### src/rtl/otter_io_pkg.sv
// otter_io_pkg: shared constants and types for the OTTER memory-mapped timer.
// Holds register offsets, CTRL bit positions, the default base address,
// the timer state enum and the bus address decoder.
package otter_io_pkg;

    localparam logic [31:0] DEFAULT_BASE_ADDR = 32'h1100_0200;

    // Register byte offsets from BASE_ADDR
    localparam logic [4:0] OFF_CTRL   = 5'h00;
    localparam logic [4:0] OFF_LOAD   = 5'h04;
    localparam logic [4:0] OFF_COUNT  = 5'h08;
    localparam logic [4:0] OFF_STATUS = 5'h0C;
    localparam logic [4:0] OFF_PRESC  = 5'h10;

    // CTRL bit indices
    localparam int CTRL_EN   = 0;
    localparam int CTRL_AUTO = 1;
    localparam int CTRL_IE   = 2;

    localparam int PRESC_W = 8;

    typedef enum logic {
        IDLE = 1'b0,
        RUN  = 1'b1
    } timer_state_e;

    typedef enum logic [2:0] {
        SEL_NONE,
        SEL_CTRL,
        SEL_LOAD,
        SEL_COUNT,
        SEL_STATUS,
        SEL_PRESC
    } reg_sel_e;

    // Map a CPU byte address onto a timer register; the low two address
    // bits are dropped so any byte lane of a word selects that word.
    function automatic reg_sel_e decode_addr(input logic [31:0] addr,
                                             input logic [31:0] base);
        logic [31:0] off;
        off = {addr[31:2], 2'b00} - base;
        decode_addr = SEL_NONE;
        if (off[31:5] == 27'd0) begin
            case (off[4:0])
                OFF_CTRL:   decode_addr = SEL_CTRL;
                OFF_LOAD:   decode_addr = SEL_LOAD;
                OFF_COUNT:  decode_addr = SEL_COUNT;
                OFF_STATUS: decode_addr = SEL_STATUS;
                OFF_PRESC:  decode_addr = SEL_PRESC;
                default:    decode_addr = SEL_NONE;
            endcase
        end
    endfunction

endpackage

### src/rtl/timer_prescaler.sv
// timer_prescaler: divides the RUN-state clock by (presc+1).
// Counts 0..presc and emits a one-cycle tick when the count equals presc,
// then wraps to 0. Held at 0 while disabled or when clear is asserted.
module timer_prescaler
    import otter_io_pkg::*;
(
    input  logic               clk,
    input  logic               rst_n,
    input  logic               enable,
    input  logic               clear,
    input  logic [PRESC_W-1:0] presc,
    output logic               tick
);

    logic [PRESC_W-1:0] cnt_q, cnt_d;

    assign tick = enable && (cnt_q == presc);

    // Next prescaler count: wrap on tick, park at 0 when stopped
    always_comb begin
        cnt_d = cnt_q;
        if (!enable || clear) begin
            cnt_d = '0;
        end else if (tick) begin
            cnt_d = '0;
        end else begin
            cnt_d = cnt_q + 1'b1;
        end
    end

    // Prescaler count register with synchronous reset
    always_ff @(posedge clk) begin
        if (!rst_n) begin
            cnt_q <= '0;
        end else begin
            cnt_q <= cnt_d;
        end
    end

endmodule

### src/rtl/otter_io_timer.sv
// otter_io_timer: memory-mapped down-counting timer with interrupt.
// Registers: CTRL (EN/AUTO/IE), LOAD, COUNT, STATUS (PEND), PRESC.
// Build option OTTER_TIMER_PRESCALE_EN: when defined, PRESC is a writable
// 8-bit register driving timer_prescaler; otherwise the timer ticks every
// RUN cycle and PRESC reads 0.
module otter_io_timer
    import otter_io_pkg::*;
#(
    parameter logic [31:0] BASE_ADDR = DEFAULT_BASE_ADDR
) (
    input  logic        CLK,
    input  logic        RST_N,
    input  logic [31:0] IOBUS_ADDR,
    input  logic [31:0] IOBUS_OUT,
    input  logic        IOBUS_WR,
    output logic [31:0] IOBUS_IN,
    output logic        INTR
);

    timer_state_e       state_q, state_d;
    logic               auto_q, auto_d;
    logic               ie_q, ie_d;
    logic [31:0]        load_q, load_d;
    logic [31:0]        count_q, count_d;
    logic               pend_q, pend_d;
    logic [PRESC_W-1:0] presc_q, presc_d;
    logic [31:0]        rdata_q, rdata_d;
    logic               intr_q, intr_d;

    reg_sel_e sel;
    logic     wr_ctrl, wr_load, wr_count, wr_status;
    logic     tick, expiry;

    assign sel       = decode_addr(IOBUS_ADDR, BASE_ADDR);
    assign wr_ctrl   = IOBUS_WR && (sel == SEL_CTRL);
    assign wr_load   = IOBUS_WR && (sel == SEL_LOAD);
    assign wr_count  = IOBUS_WR && (sel == SEL_COUNT);
    assign wr_status = IOBUS_WR && (sel == SEL_STATUS);

`ifdef OTTER_TIMER_PRESCALE_EN
    // Prescaler restarts from 0 whenever the timer is about to go idle
    timer_prescaler u_prescaler (
        .clk    (CLK),
        .rst_n  (RST_N),
        .enable (state_q == RUN),
        .clear  (state_d == IDLE),
        .presc  (presc_q),
        .tick   (tick)
    );
`else
    assign tick = (state_q == RUN);
`endif

    // Expiry is a tick that finds the counter already at zero
    assign expiry = tick && (count_q == 32'd0);

    // Next-state: CPU CTRL write wins over a one-shot expiry
    always_comb begin
        state_d = state_q;
        case (state_q)
            IDLE: begin
                if (wr_ctrl && IOBUS_OUT[CTRL_EN]) state_d = RUN;
            end
            RUN: begin
                if (wr_ctrl) begin
                    state_d = IOBUS_OUT[CTRL_EN] ? RUN : IDLE;
                end else if (expiry && !auto_q) begin
                    state_d = IDLE;
                end
            end
            default: state_d = IDLE;
        endcase
    end

    // Register updates, counter arithmetic, read mux and interrupt level
    always_comb begin
        auto_d  = auto_q;
        ie_d    = ie_q;
        load_d  = load_q;
        count_d = count_q;
        pend_d  = pend_q;
        presc_d = presc_q;
        rdata_d = 32'd0;

        // Tick effect first so CPU writes below can override it
        if (tick) begin
            if (count_q != 32'd0) begin
                count_d = count_q - 32'd1;
            end else if (auto_q) begin
                count_d = load_q;
            end
        end

        if (wr_ctrl) begin
            auto_d = IOBUS_OUT[CTRL_AUTO];
            ie_d   = IOBUS_OUT[CTRL_IE];
        end
        if (wr_load)  load_d  = IOBUS_OUT;
        if (wr_count) count_d = IOBUS_OUT;

        // A clear racing an expiry loses: the new event stays pending
        if (wr_status && IOBUS_OUT[0]) pend_d = 1'b0;
        if (expiry)                    pend_d = 1'b1;

`ifdef OTTER_TIMER_PRESCALE_EN
        if (IOBUS_WR && (sel == SEL_PRESC)) presc_d = IOBUS_OUT[PRESC_W-1:0];
`else
        presc_d = '0;
`endif

        case (sel)
            SEL_CTRL:   rdata_d = {29'd0, ie_q, auto_q, state_q == RUN};
            SEL_LOAD:   rdata_d = load_q;
            SEL_COUNT:  rdata_d = count_q;
            SEL_STATUS: rdata_d = {31'd0, pend_q};
            SEL_PRESC:  rdata_d = {{(32-PRESC_W){1'b0}}, presc_q};
            default:    rdata_d = 32'd0;
        endcase

        intr_d = pend_d && ie_d;
    end

    // FSM state register
    always_ff @(posedge CLK) begin
        if (!RST_N) begin
            state_q <= IDLE;
        end else begin
            state_q <= state_d;
        end
    end

    // Datapath registers
    always_ff @(posedge CLK) begin
        if (!RST_N) begin
            auto_q  <= 1'b0;
            ie_q    <= 1'b0;
            load_q  <= 32'd0;
            count_q <= 32'd0;
            pend_q  <= 1'b0;
            presc_q <= '0;
            rdata_q <= 32'd0;
            intr_q  <= 1'b0;
        end else begin
            auto_q  <= auto_d;
            ie_q    <= ie_d;
            load_q  <= load_d;
            count_q <= count_d;
            pend_q  <= pend_d;
            presc_q <= presc_d;
            rdata_q <= rdata_d;
            intr_q  <= intr_d;
        end
    end

    assign IOBUS_IN = rdata_q;
    assign INTR     = intr_q;

endmodule

### config.mk
export PLATFORM = sky130hd
export DESIGN_NAME = otter_io_timer
export DESIGN_NICKNAME = d
export VERILOG_FILES = /design/src/rtl/otter_io_pkg.sv /design/src/rtl/timer_prescaler.sv /design/src/rtl/otter_io_timer.sv
export SDC_FILE = /design/constraint.sdc
export NUM_CORES = 1
export LEC_CHECK = 0
export ABC_AREA = 1
export CAP_MARGIN = 20
export CELL_PAD_IN_SITES_DETAIL_PLACEMENT = 0
export CELL_PAD_IN_SITES_GLOBAL_PLACEMENT = 2
export CORE_MARGIN = 2
export CORE_UTILIZATION = 27
export CTS_BUF_LIST = sky130_fd_sc_hd__clkbuf_4
export DETAILED_ROUTE_END_ITERATION = 8
export PLACE_DENSITY = 0.77
export SYNTH_ARGS = -nofsm -noshare
export SYNTH_HDL_FRONTEND = slang
export SYNTH_HIERARCHICAL = 1
export SYNTH_SLANG_ARGS = --single-unit
### constraint.sdc
create_clock -name CLK -period 2.2 [get_ports CLK]
set_input_delay 0.33 -clock CLK [delete_from_list [all_inputs] [get_ports CLK]]
set_output_delay 0.33 -clock CLK [all_outputs]
set_load 0.1 [all_outputs]
==> impl_metrics.toml <==
[status]
status = "finished clean"

[layout]
final_nets = 1321
fin_cells = 1571
utilization = 0.418
area.growth.synth_to_final_pct = 50.7
layout_common_cells = "buf_4 (194), nand2_1 (165), nor2_1 (162)"
layout_commonest_cell = "buf_4"
drive_gt1_frac = 0.302

[floorplanning]
core-area_um2 = 22800
start_util = 0.277
die-area_um2 = 24600
ios = 100
row_count = 55
die_h_um = 157
die_w_um = 157

[timing]
hold_violations = 0
min_period_ps = 2070
setup_violations = 0
worst_pin_slew_ps = 472
whs_ps = 415
setup_tns_ps = 0
finClkSkew_ps = 30.4
finalMaxSlewViolations = 0
timing.final.crit_share = 0.939
fmax_ghz = 0.484
rsz0062_at_grt = "yes"
relSlewSlack = 0.684

[critical_path]
critPathKind = "register to register"
path_max_fanout = 17
end_kind = "register"
rrSetupSlack_ps = 130
cp-start-kind = "register"
cp_data_required_time_ps = 2620
arrival_ps = 2480

[clock_tree]
htree_levels = 3
numCtsBuffers = 9
clkTransAtPathRegs_ps = 180
numClockSinks = 101
cts_buffer_depth = 2
root_buffer = "clkbuf_4"
cts_tree = "yes"
insertion_delay_ps = 500
holdBufCountCts = 0

[route]
route.final.wire_length_um = 24000
viasPerCell = 4.58
wl_per_cell_um = 15.3
vias = 7189
drc_errors = 0
ant_nets = 0
drt-pass1-iter-count = 5
dr.first_iter.drc_count = 414

[placement]
portBuffers = 97
place_hpwl_um = 17500
place_inst = 1532
gp_congestion = 0.830

[global_routing]
grt_pass1_wl_um = 37000
grt_pass1_vias = 6837
antenna_found_initial = 1
grt.total_usage = 0.193
grt-ovfl-total = 0
grt_max_degree = 37

[power]
p_comb_frac = 0.123
p_seq_frac = 0.557
p_int_w = 0.00238
power_leakage_nw = 4.38
peakVddDrop_mv = 0.226
power_density_nw_per_um2 = 345
clock_power_share = 0.319
power_switching_w = 0.000905
switching_share = 0.276

[synth]
synth_edf_count = 0
synth_area_um2 = 6320
synth-seq-cells = 101
synthArstFlopShare = 0
ys.flop_type = "dfxtp_1"
ys_seq_area_frac = 0.320
syn-num-nets = 1072
syn_area_per_cell_um2 = 6.30
netlist_instances = 1003
yosys_warnings = 6
synth_cell_types = 38

[run]
maxCapViolCount = 0

[hold_path]
hp-class = "input port to register"
flip-flops by register name, indices dropped and copies added (netlist names):
signal,flops
pend_q,1
count_q,32
ie_q,1
auto_q,1
INTR,1
IOBUS_IN,32
load_q,32
state_q,1
power by group through the flow:
stage	Sequential [W]	Clock, W	Combinational [W]
CTS	0.00183	0.00109	0.000393
finish	0.00183	0.00105	0.000405
detailed placement	0.00187	0	0.000393
global placement	0.00187	0	0.000397
global route	0.00183	0.00115	0.000440
floorplan	0.00187	0	0.000127
repair_timing:
item / CTS / global route
setup endpoints to repair: 101 / 101
hold endpoints to repair: 0 / 0
setup buffers: 5 / 12
pin swaps: 14 / 50
gates resized for setup: 34 / 130
gates cloned: 0 / 5
logic make-up (layout without fill, tap and decap cells):
group / count (synthesis) / in the layout / synth area share
other: 0 / 1 / 0
flip-flops: 101 / 101 / 0.320
adder cells (fa/ha/maj): 2 / 2 / 0.00396
AO/OA/AOI/OAI: 159 / 159 / 0.145
XOR/XNOR: 21 / 21 / 0.0291
AND/OR/NAND/NOR: 549 / 549 / 0.391
buffers and inverters: 171 / 425 / 0.111
final timing paths:
kind / cells after the start / end / startpoint
max: 14 / count_q[29]$_SDFFE_PN0P_ / count_q[0]$_SDFFE_PN0P_
min: 3 / load_q[21]$_SDFFE_PN0P_ / IOBUS_OUT[21]
max reg2reg: 14 / count_q[29]$_SDFFE_PN0P_ / count_q[0]$_SDFFE_PN0P_
min reg2reg: 2 / load_q[0]$_SDFFE_PN0P_ / load_q[0]$_SDFFE_PN0P_
final cells by class:
cell class | count | area, um^2
clock inverter | 7 | 71.3
multi-input combinational | 731 | 3910
antenna | 1 | 2.50
sequential | 101 | 2030
timing repair buffer | 287 | 2580
inverter | 122 | 460
fill | 2466 | 13300
tap | 313 | 392
clock buffer | 9 | 67.6
cell usage after synthesis, types with 3 or more instances:
library cell  count  area, um^2
nor2_1          199         747
nand2_1         185         694
inv_1           115         432
dfxtp_1         101        2020
nand3_1          72         360
a21oi_1          49         245
o21ai_1          32         160
o21ai_0          31         155
nand3b_1         29         218
nand4_1          29         181
clkbuf_1         26        97.6
xor2_1           17         149
o22ai_1          16         100
a21oi_2          14         123
buf_2            11        55.1
o211ai_1         10        75.1
nor2_2            9        56.3
inv_2             7        26.3
nor3_1            6        30.0
buf_1             4        15.0
buf_4             4        30.0
buf_6             4        45.0
nand2_2           4        25.0
xnor2_1           4        35.0
nand3_2           3        30.0
nor2_4            3        33.8
per-stage QoR:
step	worst slack [ps]	area, um^2	power [W]
floorplan	60.3	6320	0.00200
global placement	-711	8810	0.00227
detailed placement	-729	8810	0.00226
CTS	10.1	9020	0.00331
global route	-16.7	9520	0.00342
finish	135	9520	0.00328
critical path, cell delays in order (launching register included):
cell and delay (ps):
dfxtp_2 370, inv_4 80, ha_1 180, nand4_1 120, nor2_1 140, nand3_2 190
o21ai_4 280, inv_2 70, buf_12 160, o21ai_0 80, a31oi_1 60, nand2_1 70
nand2_1 40, nor2_1 90, nor2_1 40
per-layer routing:
| layer | up-vias | GRT usage | part of all wire | routed length (um) |
|---|---|---|---|---|
| li1 | 3745 | - | - | - |
| met1 | 3304 | 0.268 | 0.49 | 11700 |
| met2 | 127 | 0.324 | 0.47 | 11300 |
| met4 | 0 | 0.0389 | 0.0069 | 166 |
| met3 | 13 | 0.0231 | 0.035 | 849 |
| met5 | - | 0 | 0 | 0 |
Power figures use the tool's default switching activity.
